## src/rtl/mem_port_arbiter_if.sv

```systemverilog
// Bundle of pipeline-side request/response signals and memory-side access signals
// for the unified-memory port arbiter.
interface mem_port_arbiter_if #(
  parameter int AW = 32,
  parameter int DW = 32
);
  // Requests are level: a requester holds *_req (with stable address/data) until its
  // one-cycle *_ready pulse. mem_en is a one-cycle strobe; the memory answers later
  // with a one-cycle mem_valid carrying mem_rdata in the same cycle.
  logic          if_req;
  logic [AW-1:0] if_addr;
  logic          if_flush;
  logic          if_ready;
  logic [DW-1:0] if_rdata;

  logic          d_req;
  logic          d_we;
  logic [AW-1:0] d_addr;
  logic [DW-1:0] d_wdata;
  logic          d_ready;
  logic [DW-1:0] d_rdata;

  logic          bus_err;
  logic          stall_if;
  logic          stall_mem;

  logic          mem_en;
  logic          mem_we;
  logic [AW-1:0] mem_addr;
  logic [DW-1:0] mem_wdata;
  logic          mem_valid;
  logic [DW-1:0] mem_rdata;

  modport slave (
    input  if_req, if_addr, if_flush, d_req, d_we, d_addr, d_wdata, mem_valid, mem_rdata,
    output if_ready, if_rdata, d_ready, d_rdata, bus_err, stall_if, stall_mem,
           mem_en, mem_we, mem_addr, mem_wdata
  );

  modport master (
    output if_req, if_addr, if_flush, d_req, d_we, d_addr, d_wdata, mem_valid, mem_rdata,
    input  if_ready, if_rdata, d_ready, d_rdata, bus_err, stall_if, stall_mem,
           mem_en, mem_we, mem_addr, mem_wdata
  );
endinterface

```

## src/rtl/mem_port_arbiter.sv

```systemverilog
// Arbitrates a single-port unified memory between instruction fetch (I) and data access (D),
// with D priority, bounded I starvation, access timeout and dropping of flushed fetches.
module mem_port_arbiter #(
  parameter int AW         = 32,
  parameter int DW         = 32,
  parameter int STARVE_MAX = 3,
  parameter int TIMEOUT    = 15
) (
  input  logic                            clk,
  input  logic                            rst,
  mem_port_arbiter_if.slave               bus,
  output logic [1:0]                      dbg_state,
  output logic [$clog2(STARVE_MAX+1)-1:0] dbg_starve_cnt
);
  localparam int SCW = $clog2(STARVE_MAX + 1);
  localparam int WCW = $clog2(TIMEOUT + 1);

  typedef enum logic [1:0] {
    IDLE  = 2'd0,
    ISSUE = 2'd1,
    WAIT  = 2'd2,
    RESP  = 2'd3
  } state_t;

  typedef enum logic {
    OWN_I = 1'b0,
    OWN_D = 1'b1
  } owner_t;

  state_t         state_q, state_d;
  owner_t         owner_q;
  logic [SCW-1:0] starve_q;
  logic [WCW-1:0] wait_q, wait_inc;
  logic           drop_q, drop_eff;
  logic           grant_i, grant_d, starve_full;
  logic           resp_go, timeout_hit;
  logic [DW-1:0]  resp_data;

  logic           mem_en_q, mem_we_q;
  logic [AW-1:0]  mem_addr_q;
  logic [DW-1:0]  mem_wdata_q, if_rdata_q, d_rdata_q;
  logic           if_ready_q, d_ready_q, bus_err_q;

  always_comb begin
    state_d     = state_q;
    grant_i     = 1'b0;
    grant_d     = 1'b0;
    resp_go     = 1'b0;
    timeout_hit = 1'b0;
    starve_full = (starve_q == SCW'(STARVE_MAX));
    wait_inc    = wait_q + 1'b1;
    // A flush arriving in the same cycle as mem_valid must still suppress the fetch.
    drop_eff    = drop_q | bus.if_flush;
    resp_data   = bus.mem_valid ? bus.mem_rdata : '0;
    case (state_q)
      IDLE: begin
        grant_i = bus.if_req & (~bus.d_req | starve_full);
        grant_d = bus.d_req & ~grant_i;
        if (grant_i | grant_d) state_d = ISSUE;
      end
      ISSUE: state_d = WAIT;
      WAIT: begin
        if (bus.mem_valid) begin
          state_d = RESP;
          resp_go = 1'b1;
        end else if (wait_inc == WCW'(TIMEOUT)) begin
          state_d     = RESP;
          resp_go     = 1'b1;
          timeout_hit = 1'b1;
        end
      end
      RESP:    state_d = IDLE;
      default: state_d = IDLE;
    endcase
  end

  always_ff @(posedge clk) begin
    if (!rst) state_q <= IDLE;
    else      state_q <= state_d;
  end

  always_ff @(posedge clk) begin
    if (!rst) begin
      owner_q     <= OWN_I;
      starve_q    <= '0;
      wait_q      <= '0;
      drop_q      <= 1'b0;
      mem_en_q    <= 1'b0;
      mem_we_q    <= 1'b0;
      mem_addr_q  <= '0;
      mem_wdata_q <= '0;
      if_ready_q  <= 1'b0;
      d_ready_q   <= 1'b0;
      if_rdata_q  <= '0;
      d_rdata_q   <= '0;
      bus_err_q   <= 1'b0;
    end else begin
      mem_en_q   <= 1'b0;
      if_ready_q <= 1'b0;
      d_ready_q  <= 1'b0;
      bus_err_q  <= 1'b0;
      case (state_q)
        IDLE: begin
          drop_q <= 1'b0;
          if (grant_i) begin
            owner_q     <= OWN_I;
            mem_addr_q  <= bus.if_addr;
            mem_we_q    <= 1'b0;
            mem_wdata_q <= '0;
            mem_en_q    <= 1'b1;
            starve_q    <= '0;
          end else if (grant_d) begin
            owner_q     <= OWN_D;
            mem_addr_q  <= bus.d_addr;
            mem_we_q    <= bus.d_we;
            mem_wdata_q <= bus.d_wdata;
            mem_en_q    <= 1'b1;
            if (!bus.if_req)      starve_q <= '0;
            else if (!starve_full) starve_q <= starve_q + 1'b1;
          end else begin
            starve_q <= '0;
          end
        end
        ISSUE: begin
          wait_q <= '0;
          if (owner_q == OWN_I && bus.if_flush) drop_q <= 1'b1;
        end
        WAIT: begin
          wait_q <= wait_inc;
          if (owner_q == OWN_I) begin
            drop_q <= drop_eff;
            if (resp_go && !drop_eff) begin
              if_ready_q <= 1'b1;
              if_rdata_q <= resp_data;
              bus_err_q  <= timeout_hit;
            end
          end else if (resp_go) begin
            d_ready_q <= 1'b1;
            d_rdata_q <= resp_data;
            bus_err_q <= timeout_hit;
          end
        end
        RESP:    drop_q <= 1'b0;
        default: drop_q <= 1'b0;
      endcase
    end
  end

  assign bus.mem_en    = mem_en_q;
  assign bus.mem_we    = mem_we_q;
  assign bus.mem_addr  = mem_addr_q;
  assign bus.mem_wdata = mem_wdata_q;
  assign bus.if_ready  = if_ready_q;
  assign bus.if_rdata  = if_rdata_q;
  assign bus.d_ready   = d_ready_q;
  assign bus.d_rdata   = d_rdata_q;
  assign bus.bus_err   = bus_err_q;
  assign bus.stall_if  = bus.if_req & ~if_ready_q;
  assign bus.stall_mem = bus.d_req & ~d_ready_q;

  assign dbg_state      = state_q;
  assign dbg_starve_cnt = starve_q;
endmodule

```

## src/flat_wrapper.sv

```systemverilog
// flat-port wrapper written by rule: the top's interface ports become plain ports
module mem_port_arbiter_flat 
#(
  parameter int AW         = 32,
  parameter int DW         = 32,
  parameter int STARVE_MAX = 3,
  parameter int TIMEOUT    = 15
)
  (clk, rst, dbg_state, dbg_starve_cnt, bus_if_req, bus_if_addr, bus_if_flush, bus_d_req, bus_d_we, bus_d_addr, bus_d_wdata, bus_mem_valid, bus_mem_rdata, bus_if_ready, bus_if_rdata, bus_d_ready, bus_d_rdata, bus_bus_err, bus_stall_if, bus_stall_mem, bus_mem_en, bus_mem_we, bus_mem_addr, bus_mem_wdata);
  mem_port_arbiter_if #(.AW(AW), .DW(DW)) bus_i ();
  input  logic clk;
  input  logic rst;
  output logic [1:0] dbg_state;
  output logic [$clog2(STARVE_MAX+1)-1:0] dbg_starve_cnt;
  input wire logic [$bits(bus_i.if_req)-1:0] bus_if_req;
  input wire logic [$bits(bus_i.if_addr)-1:0] bus_if_addr;
  input wire logic [$bits(bus_i.if_flush)-1:0] bus_if_flush;
  input wire logic [$bits(bus_i.d_req)-1:0] bus_d_req;
  input wire logic [$bits(bus_i.d_we)-1:0] bus_d_we;
  input wire logic [$bits(bus_i.d_addr)-1:0] bus_d_addr;
  input wire logic [$bits(bus_i.d_wdata)-1:0] bus_d_wdata;
  input wire logic [$bits(bus_i.mem_valid)-1:0] bus_mem_valid;
  input wire logic [$bits(bus_i.mem_rdata)-1:0] bus_mem_rdata;
  output wire logic [$bits(bus_i.if_ready)-1:0] bus_if_ready;
  output wire logic [$bits(bus_i.if_rdata)-1:0] bus_if_rdata;
  output wire logic [$bits(bus_i.d_ready)-1:0] bus_d_ready;
  output wire logic [$bits(bus_i.d_rdata)-1:0] bus_d_rdata;
  output wire logic [$bits(bus_i.bus_err)-1:0] bus_bus_err;
  output wire logic [$bits(bus_i.stall_if)-1:0] bus_stall_if;
  output wire logic [$bits(bus_i.stall_mem)-1:0] bus_stall_mem;
  output wire logic [$bits(bus_i.mem_en)-1:0] bus_mem_en;
  output wire logic [$bits(bus_i.mem_we)-1:0] bus_mem_we;
  output wire logic [$bits(bus_i.mem_addr)-1:0] bus_mem_addr;
  output wire logic [$bits(bus_i.mem_wdata)-1:0] bus_mem_wdata;
  assign bus_i.if_req = bus_if_req;
  assign bus_i.if_addr = bus_if_addr;
  assign bus_i.if_flush = bus_if_flush;
  assign bus_i.d_req = bus_d_req;
  assign bus_i.d_we = bus_d_we;
  assign bus_i.d_addr = bus_d_addr;
  assign bus_i.d_wdata = bus_d_wdata;
  assign bus_i.mem_valid = bus_mem_valid;
  assign bus_i.mem_rdata = bus_mem_rdata;
  assign bus_if_ready = bus_i.if_ready;
  assign bus_if_rdata = bus_i.if_rdata;
  assign bus_d_ready = bus_i.d_ready;
  assign bus_d_rdata = bus_i.d_rdata;
  assign bus_bus_err = bus_i.bus_err;
  assign bus_stall_if = bus_i.stall_if;
  assign bus_stall_mem = bus_i.stall_mem;
  assign bus_mem_en = bus_i.mem_en;
  assign bus_mem_we = bus_i.mem_we;
  assign bus_mem_addr = bus_i.mem_addr;
  assign bus_mem_wdata = bus_i.mem_wdata;
  mem_port_arbiter #(.AW(AW), .DW(DW), .STARVE_MAX(STARVE_MAX), .TIMEOUT(TIMEOUT)) u_core (.clk(clk), .rst(rst), .bus(bus_i), .dbg_state(dbg_state), .dbg_starve_cnt(dbg_starve_cnt));
endmodule
```

## config.mk

```make
export PLATFORM = sky130hd
export DESIGN_NAME = mem_port_arbiter_flat
export DESIGN_NICKNAME = d
export VERILOG_FILES = /design/src/rtl/mem_port_arbiter_if.sv /design/src/rtl/mem_port_arbiter.sv /design/src/flat_wrapper.sv
export SDC_FILE = /design/constraint.sdc
export NUM_CORES = 1
export LEC_CHECK = 0
export BUFFER_PORTS_ARGS = -buffer_cell sky130_fd_sc_hd__buf_2
export CORE_MARGIN = 2
export CORE_UTILIZATION = 49
export CTS_CLUSTER_SIZE = 24
export DETAILED_ROUTE_END_ITERATION = 12
export PLACE_DENSITY_LB_ADDON = 0.1
export SYNTH_ARGS = -nofsm -noshare
export SYNTH_HDL_FRONTEND = slang
export SYNTH_SLANG_ARGS = --single-unit
```

## constraint.sdc

```tcl
create_clock -name clk -period 3.1 [get_ports clk]
set_input_delay 0.62 -clock clk [delete_from_list [all_inputs] [get_ports clk]]
set_output_delay 0.62 -clock clk [all_outputs]
set_load 0.1 [all_outputs]
```

=== After elaboration in Yosys (flattened, before gate mapping) ===
Cells that the tools add are included.
Widths: inputs -> output; s select.

* Muxes and demuxes: 34
* Reduce and logical (&&, ||, !) cells: 17
* Eq/ne operators: 10
* Bitwise operators: 14
* Add/sub/neg operators: 2

{| class="wikitable"
|+ Operator list
! kind !! count
|-
| $mux 32 || 5
|-
| $mux 1 || 19
|-
| $mux 2 || 7
|-
| $reduce_and 2->1 || 6
|-
| $reduce_and 3->1 || 3
|-
| $pmux 2 s4 || 1
|-
| $pmux 4 s2 || 1
|-
| $not 1->1 || 7
|-
| $eq 2x2->1 const B || 3
|-
| $add 4x1->4 const B || 1
|-
| $and 1x1->1 || 4
|-
| $eq 4x4->1 const B || 1
|-
| $ne 2x1->1 const B || 2
|-
| $ne 4x3->1 const B || 1
|-
| $reduce_bool 2->1 || 2
|-
| $ne 3x2->1 const B || 1
|-
| $or 1x1->1 || 3
|-
| $pmux 1 s3 || 1
|-
| $reduce_or 3->1 || 1
|-
| $add 2x1->2 const B || 1
|-
| $eq 2x1->1 const B || 1
|-
| $logic_and 1x1->1 || 2
|-
| $logic_not 2->1 || 1
|-
| $ne 2x2->1 const B || 1
|-
| 2 further kinds || 2
|}

* Output and inout bits: 139
* Logic and storage cells: 91
* Flip-flop bits (word level): 143

=== Longest topological paths before layout ===
Gate-level depths: netlist of run 1.

* Depth in word-level cells: 8
* Gate-level depth with buffers: 8
* Mapped depth without buffers: 7

=== Worst setup path before layout of run 1 ===
No wires, ideal clock.

* Path kind: reg-to-output
* From: reg u_core.if_ready_q (netlist: u_core.bus.if_ready)
* To: out bus_stall_if
* Buffers on the path: 0
* Data arrival time: 2.043 ns
* Path slack: 0.437 ns
* Stages on the path, launching flop included: 2
* Path through: dfxtp_1 nor2_1

* Cells in the longest elaborated chain, start to end: 2

{| class="wikitable"
|+ Ends and longest elaborated chain
! item !! line !! text
|-
| start: declaration || mem_port_arbiter.sv:42 || <nowiki>logic if_ready_q, d_ready_q, bus_err_q;</nowiki>
|-
| start signal: assignment || mem_port_arbiter.sv:92 || <nowiki>if_ready_q <= 1'b0;</nowiki>
|-
| start signal: assignment || mem_port_arbiter.sv:99 || <nowiki>if_ready_q <= 1'b0;</nowiki>
|-
| start signal: assignment || mem_port_arbiter.sv:133 || <nowiki>if_ready_q <= 1'b1;</nowiki>
|-
| $not 1->1 || mem_port_arbiter.sv:158 || <nowiki>assign bus.stall_if = bus.if_req & ~if_ready_q;</nowiki>
|-
| $and 1x1->1 || mem_port_arbiter.sv:158 ||
|-
| end: declaration || flat_wrapper.sv:29 || <nowiki>output wire logic [$bits(bus_i.stall_if)-1:0] bus_stall_if;</nowiki>
|}

Every way passes these cells.

=== Final worst setup path of run 1 ===
* From: reg u_core.state_q[0] (netlist: u_core.dbg_state[0])
* To: reg u_core.if_rdata_q[27] (netlist: u_core.bus.if_rdata[27])

* Cells in the longest elaborated chain, start to end: 4

{| class="wikitable"
|+ Ends and longest elaborated chain
! item !! line !! text
|-
| start: declaration || mem_port_arbiter.sv:30 || <nowiki>state_t state_q, state_d;</nowiki>
|-
| start signal: assignment || mem_port_arbiter.sv:79 || <nowiki>else state_q <= state_d;</nowiki>
|-
| $eq 2x2->1 * || mem_port_arbiter.sv:55, mem_port_arbiter.sv:102 ||
|-
| $mux 1 || mem_port_arbiter.sv:55 || <nowiki>case (state_q)</nowiki>
|-
| $logic_and 1x1->1 || mem_port_arbiter.sv:132 || <nowiki>if (resp_go && !drop_eff) begin</nowiki>
|-
| $reduce_and 3->1 (no source line) * || n/a ||
|-
| end signal: assignment || mem_port_arbiter.sv:134 || <nowiki>if_rdata_q <= resp_data;</nowiki>
|-
| end: declaration || mem_port_arbiter.sv:41 || <nowiki>logic [DW-1:0] mem_wdata_q, if_rdata_q, d_rdata_q;</nowiki>
|}

Mark *: on every way between the ends. The rest lies on a longest branch, timed or not.
A chain may end at the register's enable or synchronous reset.

==> results of run 1 <==
flip-flops by register name, indices dropped and copies added, names as in the netlist:
signal	flops
u_core.bus.d_rdata	32
u_core.bus.if_rdata	32
u_core.bus.mem_addr	32
u_core.bus.mem_wdata	32
u_core.wait_q	4
u_core.dbg_starve_cnt	2
u_core.dbg_state	2
u_core.bus.bus_err	1
u_core.bus.d_ready	1
u_core.bus.if_ready	1
u_core.bus.mem_en	1
u_core.bus.mem_we	1
u_core.drop_q	1
u_core.owner_q	1
layout make-up:
cell class | instances | area, µm²
Multi-Input combinational cell | 394 | 2359
Tap cell | 140 | 175.2
Timing Repair Buffer | 288 | 1479
Sequential cell | 143 | 2863
Fill cell | 917 | 3385
Clock inverter | 10 | 110.1
Clock buffer | 22 | 473.0
Inverter | 12 | 45.04
cell usage after synthesis, types with 2 or more instances:
cell,count,area [µm²]
a211oi_1,2,15.01
a21o_1,28,210.2
a21oi_1,37,185.2
a21oi_4,3,48.80
a22o_1,26,227.7
a22o_2,2,20.02
a22oi_1,33,247.7
buf_1,2,7.510
buf_2,8,40.04
buf_6,5,56.30
clkbuf_1,36,135.1
dfxtp_1,143,2863
ha_1,6,75.07
inv_1,11,41.29
mux2i_1,2,20.02
nand2_1,74,277.8
nand3_1,5,25.02
nor2_1,50,187.7
nor3_1,2,10.01
nor4_1,2,12.51
o21ai_0,36,180.2
o21ai_1,2,10.01
o22ai_1,60,375.4
o2bb2ai_1,7,61.31
where the power goes:
part	switching [mW]	internal [mW]	total (mW)	leakage, nW
clock	0.749	1.23	1.97	0.291
sequential	0.163	2.13	2.29	1.17
combinational	2.77	0.577	3.35	2.31
kinds of logic (layout without fill, tap and decap cells):
logic type               Yosys count  in the layout  synth area share [%]
AO/OA/AOI/OAI                    243            243                 30.19
adder cells (fa/ha/maj)            6              6                 1.366
buffers and inverters             63            332                 5.168
flip-flops                       143            143                 52.09
multiplexers                       2              2                0.3643
AND/OR/NAND/NOR                  143            143                 10.82
per-layer routing:
metal  up-vias  global-route usage, %  share of wire [%]
li1       2679                      -                  -
met1      2590                  30.71                 40
met2       195                  44.00                 50
met3        27                  7.350                7.5
met4         0                  10.94                2.3
met5         -                      0                  0
worst max path at each step:
stage	slack, ns	depth (start not counted)	endpoint	start
3_3_place_gp	0.79	6	u_core.bus.if_rdata[0]$_SDFFE_PN0P_	rst
3_5_place_dp	0.68	6	u_core.bus.if_rdata[27]$_SDFFE_PN0P_	rst
6_report	0.89	6	u_core.bus.if_rdata[27]$_SDFFE_PN0P_	u_core.dbg_state[0]$_SDFFE_PN0P_
4_1_cts	0.88	6	u_core.bus.if_rdata[27]$_SDFFE_PN0P_	u_core.dbg_state[0]$_SDFFE_PN0P_
2_1_floorplan	0.44	1	bus_stall_if	u_core.bus.if_ready$_SDFF_PP0_
5_1_grt	0.76	6	u_core.bus.if_rdata[27]$_SDFFE_PN0P_	u_core.dbg_state[0]$_SDFFE_PN0P_
worst max-delay path, stage by stage, from the launching register on:
cell,delay [ns]
dfxtp_1,0.39
inv_1,0.08
ha_1,0.40
nand2_1,0.16
nor2_1,0.08
a21oi_4,0.74
a22o_1,0.27
through the flow:
| step | instances | util, % | area (µm²) |
|---|---|---|---|
| 2_1_floorplan | 600 | - | 5495 |
| 3_3_place_gp | 977 | 63.56 | 6920 |
| 3_5_place_dp | 977 | 63.56 | 6920 |
| 4_1_cts | 1009 | 68.92 | 7503 |
| 5_1_grt | 1009 | 68.92 | 7503 |
| 6_report | 1009 | 68.92 | 7503 |
==> reports/metrics.cfg, run 1 <==
[run_status]
status = finished, final reports clean

[finish]
layout_commonest_cell = buf_2
drive_gt1_share_pct = 38.78
nNetsFinal = 997
diodes = 0
mostFrequentLayoutCells = buf_2 (273), dfxtp_1 (143), nand2_1 (74)
area_growth_pct = 36.54

[cts]
cts_root_buf = clkbuf_8
cts_resized = 0
clock_sinks = 143
clkLatencyLatePin_ns = 0.53
clk_pin_slew_ns = 0.06
cts_buffers = 17
cts_hold_buf = 0
h-tree-depth = 4
tritoncts = built
clockBufferDepth = 2
postCtsSetupBuffers = 0

[drt]
routed_wl_um = 15790
viasPerCell = 5.442
drt_first_pass_iters = 5
drt_iter0_drc = 303
drc = 0
dr_total_vias = 5491
postRouteAntennaNets = 0
wl_per_cell_um = 15.65

[min_path]
whs_endpoint = u_core.bus.if_rdata[8]$_SDFFE_PN0P_
hold_start = bus_mem_rdata[8]
hold_path_class = in2reg
whs_path_depth = 2

[yosys]
synth-seq-cells = 143
syn_avg_cell_area_um2 = 9.159
async_flop_share_pct = 0
syn_area_um2 = 5495
synth_warnings = 0
synth_cells = 600
post_synth_num_cell_types = 42
yosysSeqAreaShare_pct = 52.09
synth-edff-count = 0
synth-main-ff-cell = dfxtp_1
synth_fp_nets = 741

[sta]
hold_viol = 0
slew_violations = 0
worst_slew_pin_slew_ns = 0.9196
grt_setup_unrepaired = false
finalClockSkew_ns = 0.007693
finalSetupTns_ns = 0
hold_slack_ns = 0.3139
fmax_mhz = 453.4
fin_crit_sh_pct = 71.15
slew_headroom_pct = 38.56
setup_viol = 0
min_period_ns = 2.206
setup_ws_ns = 0.8942

[die]
start_util_pct = 50.47
io_pins = 274
dieWidth_um = 109.9
dieArea_um2 = 12080
core-area_um2 = 10890
std_cell_rows = 38
die_h_um = 109.9

[setup_path]
rrSetupSlack_ns = 0.89
r2r_start = u_core.dbg_state[0]$_SDFFE_PN0P_
setup.worst_path.start_class = flop
setup.worst_path.end_class = flop
r2r-end = u_core.bus.if_rdata[27]$_SDFFE_PN0P_
ff2ff_path_depth = 6
critical_path_required_ns = 3.57
cp.arrival_ns = 2.67
crit_type = reg2reg
crit_fanout = 32

[global_routing]
track_usage_pct = 25.99
grt_pass1_vias = 5181
grt_overflow = 0
grt_start_max_net_pins = 37
grt_pass1_wl_um = 24310
antenna_found_initial = 0

[power_and_ir_drop]
vdd_ir_drop_max_v = 0.0007893
leakage_nw = 3.769
total_power_mw = 7.615
powerDensity_nw_per_um2 = 1015

[place]
place.gp.congestion = 0.8211
place.detailed.hpwl_um = 11220
pre_cts_ws_ns = 0.6844
portBuffers = 273

[run]
drv_cap = 0

(Power assumes the default switching activity.)
==> inputs of run 2 (changes only) <==
--- a/config.mk
+++ b/config.mk
@@ -5,9 +5,10 @@
 export SDC_FILE = /design/constraint.sdc
 export NUM_CORES = 1
 export LEC_CHECK = 0
+export ABC_AREA = 1
 export BUFFER_PORTS_ARGS = -buffer_cell sky130_fd_sc_hd__buf_2
 export CORE_MARGIN = 2
-export CORE_UTILIZATION = 49
+export CORE_UTILIZATION = 42
 export CTS_CLUSTER_SIZE = 24
 export DETAILED_ROUTE_END_ITERATION = 12
 export PLACE_DENSITY_LB_ADDON = 0.1
==> constraint.sdc (replaced) <==
create_clock -name clk -period 1.9 [get_ports clk]
set_input_delay 0.38 -clock clk [delete_from_list [all_inputs] [get_ports clk]]
set_output_delay 0.38 -clock clk [all_outputs]
set_load 0.1 [all_outputs]
==> run 2 against run 1 <==
Against the previous run:
- final area is 4.5% higher
- clock skew is 0.00099 ns higher
- non-clock buffer count is 4 lower
- core utilization is 10 points lower
- wire length is 0.46% higher
- cell count is 20% higher
- global-route usage is 4.7 points lower
- clock power is 71% higher
==> reports/metrics.cfg, run 2 <==
[global_routing]
grt_start_max_net_pins = 106  ; was 37
grt_pass1_vias = 5208  ; was 5181
grt_pass1_wl_um = 24820  ; was 24310 µm
grt_overflow = 0  ; unchanged
track_usage_pct = 21.31  ; was 25.99%
antenna_found_initial = 1  ; was 0

[yosys]
synth_most_common_cell = nand2_1  ; was dfxtp_1
synth_top_family_by_area = simple AND/OR/NAND/NOR gates  ; was compound AO/OA/AOI/OAI gates
synth_fp_nets = 903  ; was 741
synth-main-ff-cell = dfxtp_1  ; unchanged
synth_top_area_share_pct = 49.58  ; was 52.09%
synth_warnings = 0  ; unchanged
yosysSeqAreaShare_pct = 49.58  ; was 52.09%
synth_adder_area_share_pct = 1.300  ; was 1.366%
async_flop_share_pct = 0  ; unchanged
synth-seq-cells = 143  ; unchanged
post_synth_num_cell_types = 28  ; was 42
synth_compound_area_share_pct = 17.70  ; was 30.19%
synth_cells = 762  ; was 600
synth-edff-count = 0  ; unchanged
syn_area_um2 = 5774  ; was 5495 µm²
synth_commonest_cells = nand2_1 (233), dfxtp_1 (143), a21oi_1 (97)  ; was dfxtp_1 (143), nand2_1 (74), o22ai_1 (60)
synth_xor_xnor_area_share_pct = 0  ; unchanged
syn_avg_cell_area_um2 = 7.578  ; was 9.159 µm²
synth_area_leaders = dfxtp_1 (50%), nand2_1 (15%), a21oi_1 (8.4%)  ; was dfxtp_1 (52%), o22ai_1 (6.8%), nand2_1 (5.1%)
synth-simple-area-share_pct = 23.10  ; was 10.82%
synth_area_leader_cell = dfxtp_1  ; unchanged
muxShareOfSynthArea_pct = 0  ; was 0.3643%

[cts]
clk_pin_slew_ns = 0.06  ; about the same
clock_sinks = 143  ; unchanged
clkLatencyLatePin_ns = 0.42  ; was 0.53 ns
tritoncts = built  ; unchanged
postCtsSetupBuffers = 0  ; unchanged
cts_root_buf = clkbuf_16  ; was clkbuf_8
h-tree-depth = 4  ; unchanged
clockBufferDepth = 2  ; unchanged
cts_resized = 0  ; unchanged
cts_buffers = 17  ; unchanged

[drt]
viasPerCell = 4.657  ; was 5.442
postRouteAntennaNets = 0  ; unchanged
routed_wl_um = 15870  ; was 15790 µm
dr_total_vias = 5621  ; was 5491
drt_first_pass_iters = 4  ; was 5
wl_per_cell_um = 13.14  ; was 15.65 µm
drt_iter0_drc = 267  ; was 303
drc = 0  ; unchanged

[power_and_ir_drop]
powerDensity_nw_per_um2 = 1511  ; was 1015 nW/µm²
vdd_ir_drop_max_v = 0.0006156  ; was 0.0007893 V
leakage_nw = 3.867  ; was 3.769 nW
total_power_mw = 11.85  ; was 7.615 mW

[die]
std_cell_rows = 42  ; was 38
die_h_um = 121.3  ; was 109.9 µm
core-area_um2 = 13350  ; was 10890 µm²
io_pins = 274  ; unchanged
start_util_pct = 43.26  ; was 50.47%
dieWidth_um = 121.3  ; was 109.9 µm
dieArea_um2 = 14700  ; was 12080 µm²

[place]
place.gp.congestion = 0.7513  ; was 0.8211
place.detailed.hpwl_um = 10870  ; was 11220 µm
portBuffers = 273  ; unchanged
dpl.cell_count = 1175  ; was 977

[sta]
min_period_ns = 1.691  ; was 2.206 ns
slew_headroom_pct = 65.34  ; was 38.56%
worst_slew_pin_slew_ns = 0.5199  ; was 0.9196 ns
fin_crit_sh_pct = 89.02  ; was 71.15%
hold_viol = 0  ; unchanged
setup_viol = 0  ; unchanged
finalClockSkew_ns = 0.008682  ; was 0.007693 ns
fmax_mhz = 591.3  ; was 453.4 MHz
slew_violations = 0  ; unchanged
grt_setup_unrepaired = true  ; was false

[finish]
drive_gt1_share_pct = 34.14  ; was 38.78%
mostFrequentLayoutCells = buf_2 (272), nand2_1 (233), dfxtp_1 (139)  ; was buf_2 (273), dfxtp_1 (143), nand2_1 (74)
nNetsFinal = 1159  ; was 997
diodes = 0  ; unchanged
nFillCells = 1326  ; was 917
layout_commonest_cell = buf_2  ; unchanged
area_growth_pct = 35.82  ; was 36.54%
layout.cells.non_filler = 1207  ; was 1009

[run_status]
status = finished, final reports clean  ; unchanged

[setup_path]
setup.worst_path.end_class = flop  ; unchanged
critical_path_required_ns = 2.18  ; was 3.57 ns
setup.worst_path.start_class = flop  ; unchanged
crit_type = reg2reg  ; unchanged
cp.arrival_ns = 1.97  ; was 2.67 ns
crit_fanout = 33  ; was 32

[run]
drv_cap = 0  ; unchanged

[min_path]
hold_path_class = in2reg  ; unchanged

-- run 2: logic make-up after synthesis --
group	count (synthesis)
AO/OA/AOI/OAI	179
AND/OR/NAND/NOR	333
flip-flops	143
buffers and inverters	101
adder cells (fa/ha/maj)	6
-- run 2: power by group --
| group | total, mW | internal (mW) | switching [mW] |
|---|---|---|---|
| combinational | 4.89 | 0.887 | 4.00 |
| sequential | 3.61 | 3.42 | 0.189 |
| clock | 3.36 | 2.12 | 1.25 |
-- run 2: path summary, 6_finish.rpt --
| kind | from | to | slack, ns | cells after the start |
|---|---|---|---|---|
| worst max-delay path | u_core.dbg_state[0]$_SDFFE_PN0P_ | u_core.bus.if_rdata[1]$_SDFFE_PN0P_ | 0.21 | 8 |
| worst min-delay path | bus_d_wdata[0] | u_core.bus.mem_wdata[0]$_SDFFE_PN0P_ | 0.20 | 3 |
| worst max register to register | u_core.dbg_state[0]$_SDFFE_PN0P_ | u_core.bus.if_rdata[1]$_SDFFE_PN0P_ | 0.21 | 8 |
| worst min register to register | u_core.bus.if_rdata[30]$_SDFFE_PN0P_ | u_core.bus.if_rdata[30]$_SDFFE_PN0P_ | 0.46 | 2 |
-- run 2: layout make-up --
type	instances	area, µm²	area share [%]
clock buffers	24	503.0	6.414
repair buffers	284	1501	19.14
inverters	54	203.9	2.601
multi-input cells	518	2441	31.13
well taps	176	220.2	2.808
flip-flops and latches	143	2870	36.60
clock inverters	8	102.6	1.308
-- run 2: timing repair --
| item | 4_1_cts | 5_1_grt |
|---|---|---|
| endpoints found under the hold margin | 0 | 0 |
| hold buffers | 0 | 0 |
| endpoints found under the setup margin | 0 | 3 |
-- run 2: worst max-delay path: stages, from the launching register on --
cell,delay (ns)
dfxtp_4,0.34
inv_1,0.09
ha_1,0.24
inv_2,0.07
nor3_2,0.12
and2b_1,0.24
nand2_4,0.25
nand2_1,0.14
a21oi_1,0.07
-- run 2: through the flow --
stage	setup TNS (ns)	setup slack [ns]	utilization [%]	hold slack [ns]	area (µm²)
finish	0	0.2087	58.76	0.2042	7843
CTS	0	0.1913	58.76	0.1896	7843
detailed placement	0	0.2054	54.22	0.4484	7237
floorplan	-0.07373	-0.07373	-	0.4570	5792
global placement	0	0.2536	54.22	0.4418	7237
global route	-0.02389	-0.01337	58.76	0.2013	7843
-- run 2: routing by layer --
layer | up-vias | routed length, µm | track usage, %
li1 | 2928 | - | -
met1 | 2464 | 7045 | 25.11
met2 | 194 | 7145 | 35.01
met3 | 33 | 1214 | 7.237
met4 | 2 | 446 | 9.698
met5 | - | 13 | 0
==> inputs of run 3 (changes only) <==
--- a/config.mk
+++ b/config.mk
@@ -7,6 +7,7 @@
 export LEC_CHECK = 0
 export ABC_AREA = 1
 export BUFFER_PORTS_ARGS = -buffer_cell sky130_fd_sc_hd__buf_2
+export CORE_ASPECT_RATIO = 0.8
 export CORE_MARGIN = 2
 export CORE_UTILIZATION = 42
 export CTS_CLUSTER_SIZE = 24
==> run 3 against run 2 <==
Against the previous run:
- clock power increased by 4%
- final area grew 0.65%
- sequential share of layout area shrank 0.24 points
- global-route usage is 0.27 points lower
- count of clock-buffer cells in the layout down 5
- largest power group unchanged
==> reports/metrics.cfg, run 3 (synthesized netlist as in run 2, its figures left out) <==
[run_status]
status = finished, final reports clean  ; unchanged

[drt]
wl_per_cell_um = 12.68  ; was 13.14 µm
drc = 0  ; unchanged
dr_total_vias = 5634  ; was 5621
drt_first_pass_iters = 4  ; unchanged
viasPerCell = 4.645  ; was 4.657
routed_wl_um = 15380  ; was 15870 µm
drt_iter0_drc = 295  ; was 267
postRouteAntennaNets = 0  ; unchanged

[power_and_ir_drop]
comb_power_share_pct = 40.8  ; was 41.2%
total_power_mw = 11.97  ; was 11.85 mW
p_int_mw = 6.521  ; was 6.419 mW
leakage_nw = 3.878  ; was 3.867 nW
pwr-share-seq_pct = 30.1  ; was 30.4%
vdd_ir_drop_max_v = 0.001231  ; was 0.0006156 V
swShare_pct = 45.54  ; was 45.85%
powerDensity_nw_per_um2 = 1517  ; was 1511 nW/µm²
power.switching_mw = 5.453  ; was 5.435 mW
power_frac_clock_pct = 29.1  ; was 28.4%

[min_path]
hold_start = bus_d_wdata[13]  ; was bus_d_wdata[0]
hold_path_class = in2reg  ; unchanged

[cts]
cts_root_buf = clkbuf_16  ; unchanged
clockBufferDepth = 2  ; unchanged
tritoncts = built  ; unchanged
clkLatencyLatePin_ns = 0.41  ; was 0.42 ns
clk_pin_slew_ns = 0.06  ; about the same
cts_buffers = 17  ; unchanged
cts_hold_buf = 0  ; unchanged
cts_resized = 0  ; unchanged
h-tree-depth = 4  ; unchanged
clock_sinks = 143  ; unchanged
postCtsSetupBuffers = 0  ; unchanged

[setup_path]
setup.worst_path.start_class = flop  ; unchanged
cp_common_cell = nand2_1
critPathLaunch = u_core.wait_q[1]$_SDFFE_PN0P_  ; was u_core.dbg_state[0]$_SDFFE_PN0P_
crit_type = reg2reg  ; unchanged
critical_path.max_stage_delay_ns = 0.39  ; was 0.34 ns
r2r_start = u_core.wait_q[1]$_SDFFE_PN0P_  ; was u_core.dbg_state[0]$_SDFFE_PN0P_
crit_chain = ha_1 > inv_1 > nand2_1 > nand2_1 > nor2_2 > nand2_2 > nand2_4 > nand2_4 > nand2_1 > a21oi_1  ; was inv_1 > ha_1 > inv_2 > nor3_2 > and2b_1 > nand2_4 > nand2_1 > a21oi_1
setup.worst_path.end_class = flop  ; unchanged
cp.arrival_ns = 1.98  ; was 1.97 ns
crit_fanout = 33  ; unchanged
critical_path_required_ns = 2.18  ; about the same
worst_path_max_delay_cell = dfxtp_1  ; was dfxtp_4

[die]
die_h_um = 108.9  ; was 121.3 µm
dieWidth_um = 135.1  ; was 121.3 µm
std_cell_rows = 38  ; was 42
dieArea_um2 = 14710  ; was 14700 µm²
io_pins = 274  ; unchanged
core-area_um2 = 13500  ; was 13350 µm²
start_util_pct = 42.76  ; was 43.26%

[place]
place.detailed.hpwl_um = 10680  ; was 10870 µm
place.gp.congestion = 0.7673  ; was 0.7513
dpl.cell_count = 1181  ; was 1175
portBuffers = 273  ; unchanged

[global_routing]
antenna_found_initial = 0  ; was 1
grt_overflow = 0  ; unchanged
grt_pass1_wl_um = 24670  ; was 24820 µm
track_usage_pct = 21.04  ; was 21.31%
grt_start_max_net_pins = 88  ; was 106
grt_pass1_vias = 5241  ; was 5208

[finish]
nNetsFinal = 1161  ; was 1159
mostFrequentLayoutCells = buf_2 (273), nand2_1 (233), dfxtp_1 (139)  ; was buf_2 (272), nand2_1 (233), dfxtp_1 (139)
layout.cells.non_filler = 1213  ; was 1207
nFillCells = 1288  ; was 1326
area_growth_pct = 36.71  ; was 35.82%
layout_commonest_cell = buf_2  ; unchanged
drive_gt1_share_pct = 34.37  ; was 34.14%
diodes = 0  ; unchanged

[sta]
hold_slack_ns = 0.2199  ; was 0.2042 ns
grt_setup_unrepaired = false  ; was true
fmax_mhz = 587.1  ; was 591.3 MHz
setup_viol = 0  ; unchanged
finalClockSkew_ns = 0.009227  ; was 0.008682 ns
slew_violations = 0  ; unchanged
worst_slew_pin_slew_ns = 0.5188  ; was 0.5199 ns
hold_viol = 0  ; unchanged
fin_crit_sh_pct = 89.64  ; was 89.02%
slew_headroom_pct = 65.65  ; was 65.34%
min_period_ns = 1.703  ; was 1.691 ns
finalSetupTns_ns = 0  ; unchanged

[run]
drv_cap = 0  ; unchanged

-- run 3: changes by cell type in the layout (fill, tap and decap cells not counted) --
cell	previous run	this run
clkbuf_8	3	0
nand2_8	0	1
clkbuf_1	3	2
buf_12	4	5
buf_2	272	273
clkbuf_16	18	17
clkinv_4	2	1
bufinv_16	2	4
inv_6	0	3
nand2_4	3	2
clkinv_2	3	4
-- run 3: power by group through the flow --
stage / Combinational [mW] / Sequential (mW) / Clock, mW
floorplan: 1.27 / 6.43 / 0
global placement: 4.91 / 3.66 / 0
detailed placement: 4.90 / 3.67 / 0
CTS: 4.91 / 3.61 / 3.55
global route: 5.16 / 3.66 / 3.69
finish: 4.88 / 3.60 / 3.49
-- run 3: metrics by stage --
stage / utilization (%) / setup slack [ns] / instance area, µm²
detailed placement: 53.82 / 0.1748 / 7267
CTS: 58.40 / 0.1520 / 7885
finish: 58.46 / 0.1968 / 7894
floorplan: - / -0.07373 / 5792
global placement: 53.82 / 0.2079 / 7267
global route: 58.46 / 0.01464 / 7894
-- run 3: worst paths after layout --
kind / slack, ns / to / depth (start not counted)
max: 0.20 / u_core.bus.d_rdata[5]$_SDFFE_PN0P_ / 10
min: 0.22 / u_core.bus.mem_wdata[13]$_SDFFE_PN0P_ / 3
max reg2reg: 0.20 / u_core.bus.d_rdata[5]$_SDFFE_PN0P_ / 10
min reg2reg: 0.46 / u_core.bus.mem_wdata[7]$_SDFFE_PN0P_ / 2
-- run 3: worst max-delay path, delay by kind of cell, from the launching register on --
kind            cells  cell delay, ns
buf+inv             1            0.05
flops               1            0.39
compound gates      1            0.07
fa+ha+maj           1            0.19
simple gates        7            0.88
-- run 3: area by class of cell --
class | instances | area [µm²] | area share [%]
clock buffer | 19 | 432.9 | 5.484
clock inverter | 13 | 185.2 | 2.346
inverter | 54 | 203.9 | 2.584
multi-input combinational | 518 | 2450 | 31.04
sequential | 143 | 2870 | 36.36
tap | 180 | 225.2 | 2.853
timing repair buffer | 286 | 1526 | 19.34
-- run 3: metal layers --
metal / vias to the layer above / wire length, µm / GRT usage (%)
li1: 2931 / - / -
met1: 2508 / 6910 / 25.70
met2: 172 / 6969 / 35.10
met3: 23 / 1225 / 6.788
met4: 0 / 270 / 7.515
met5: - / 0 / 0
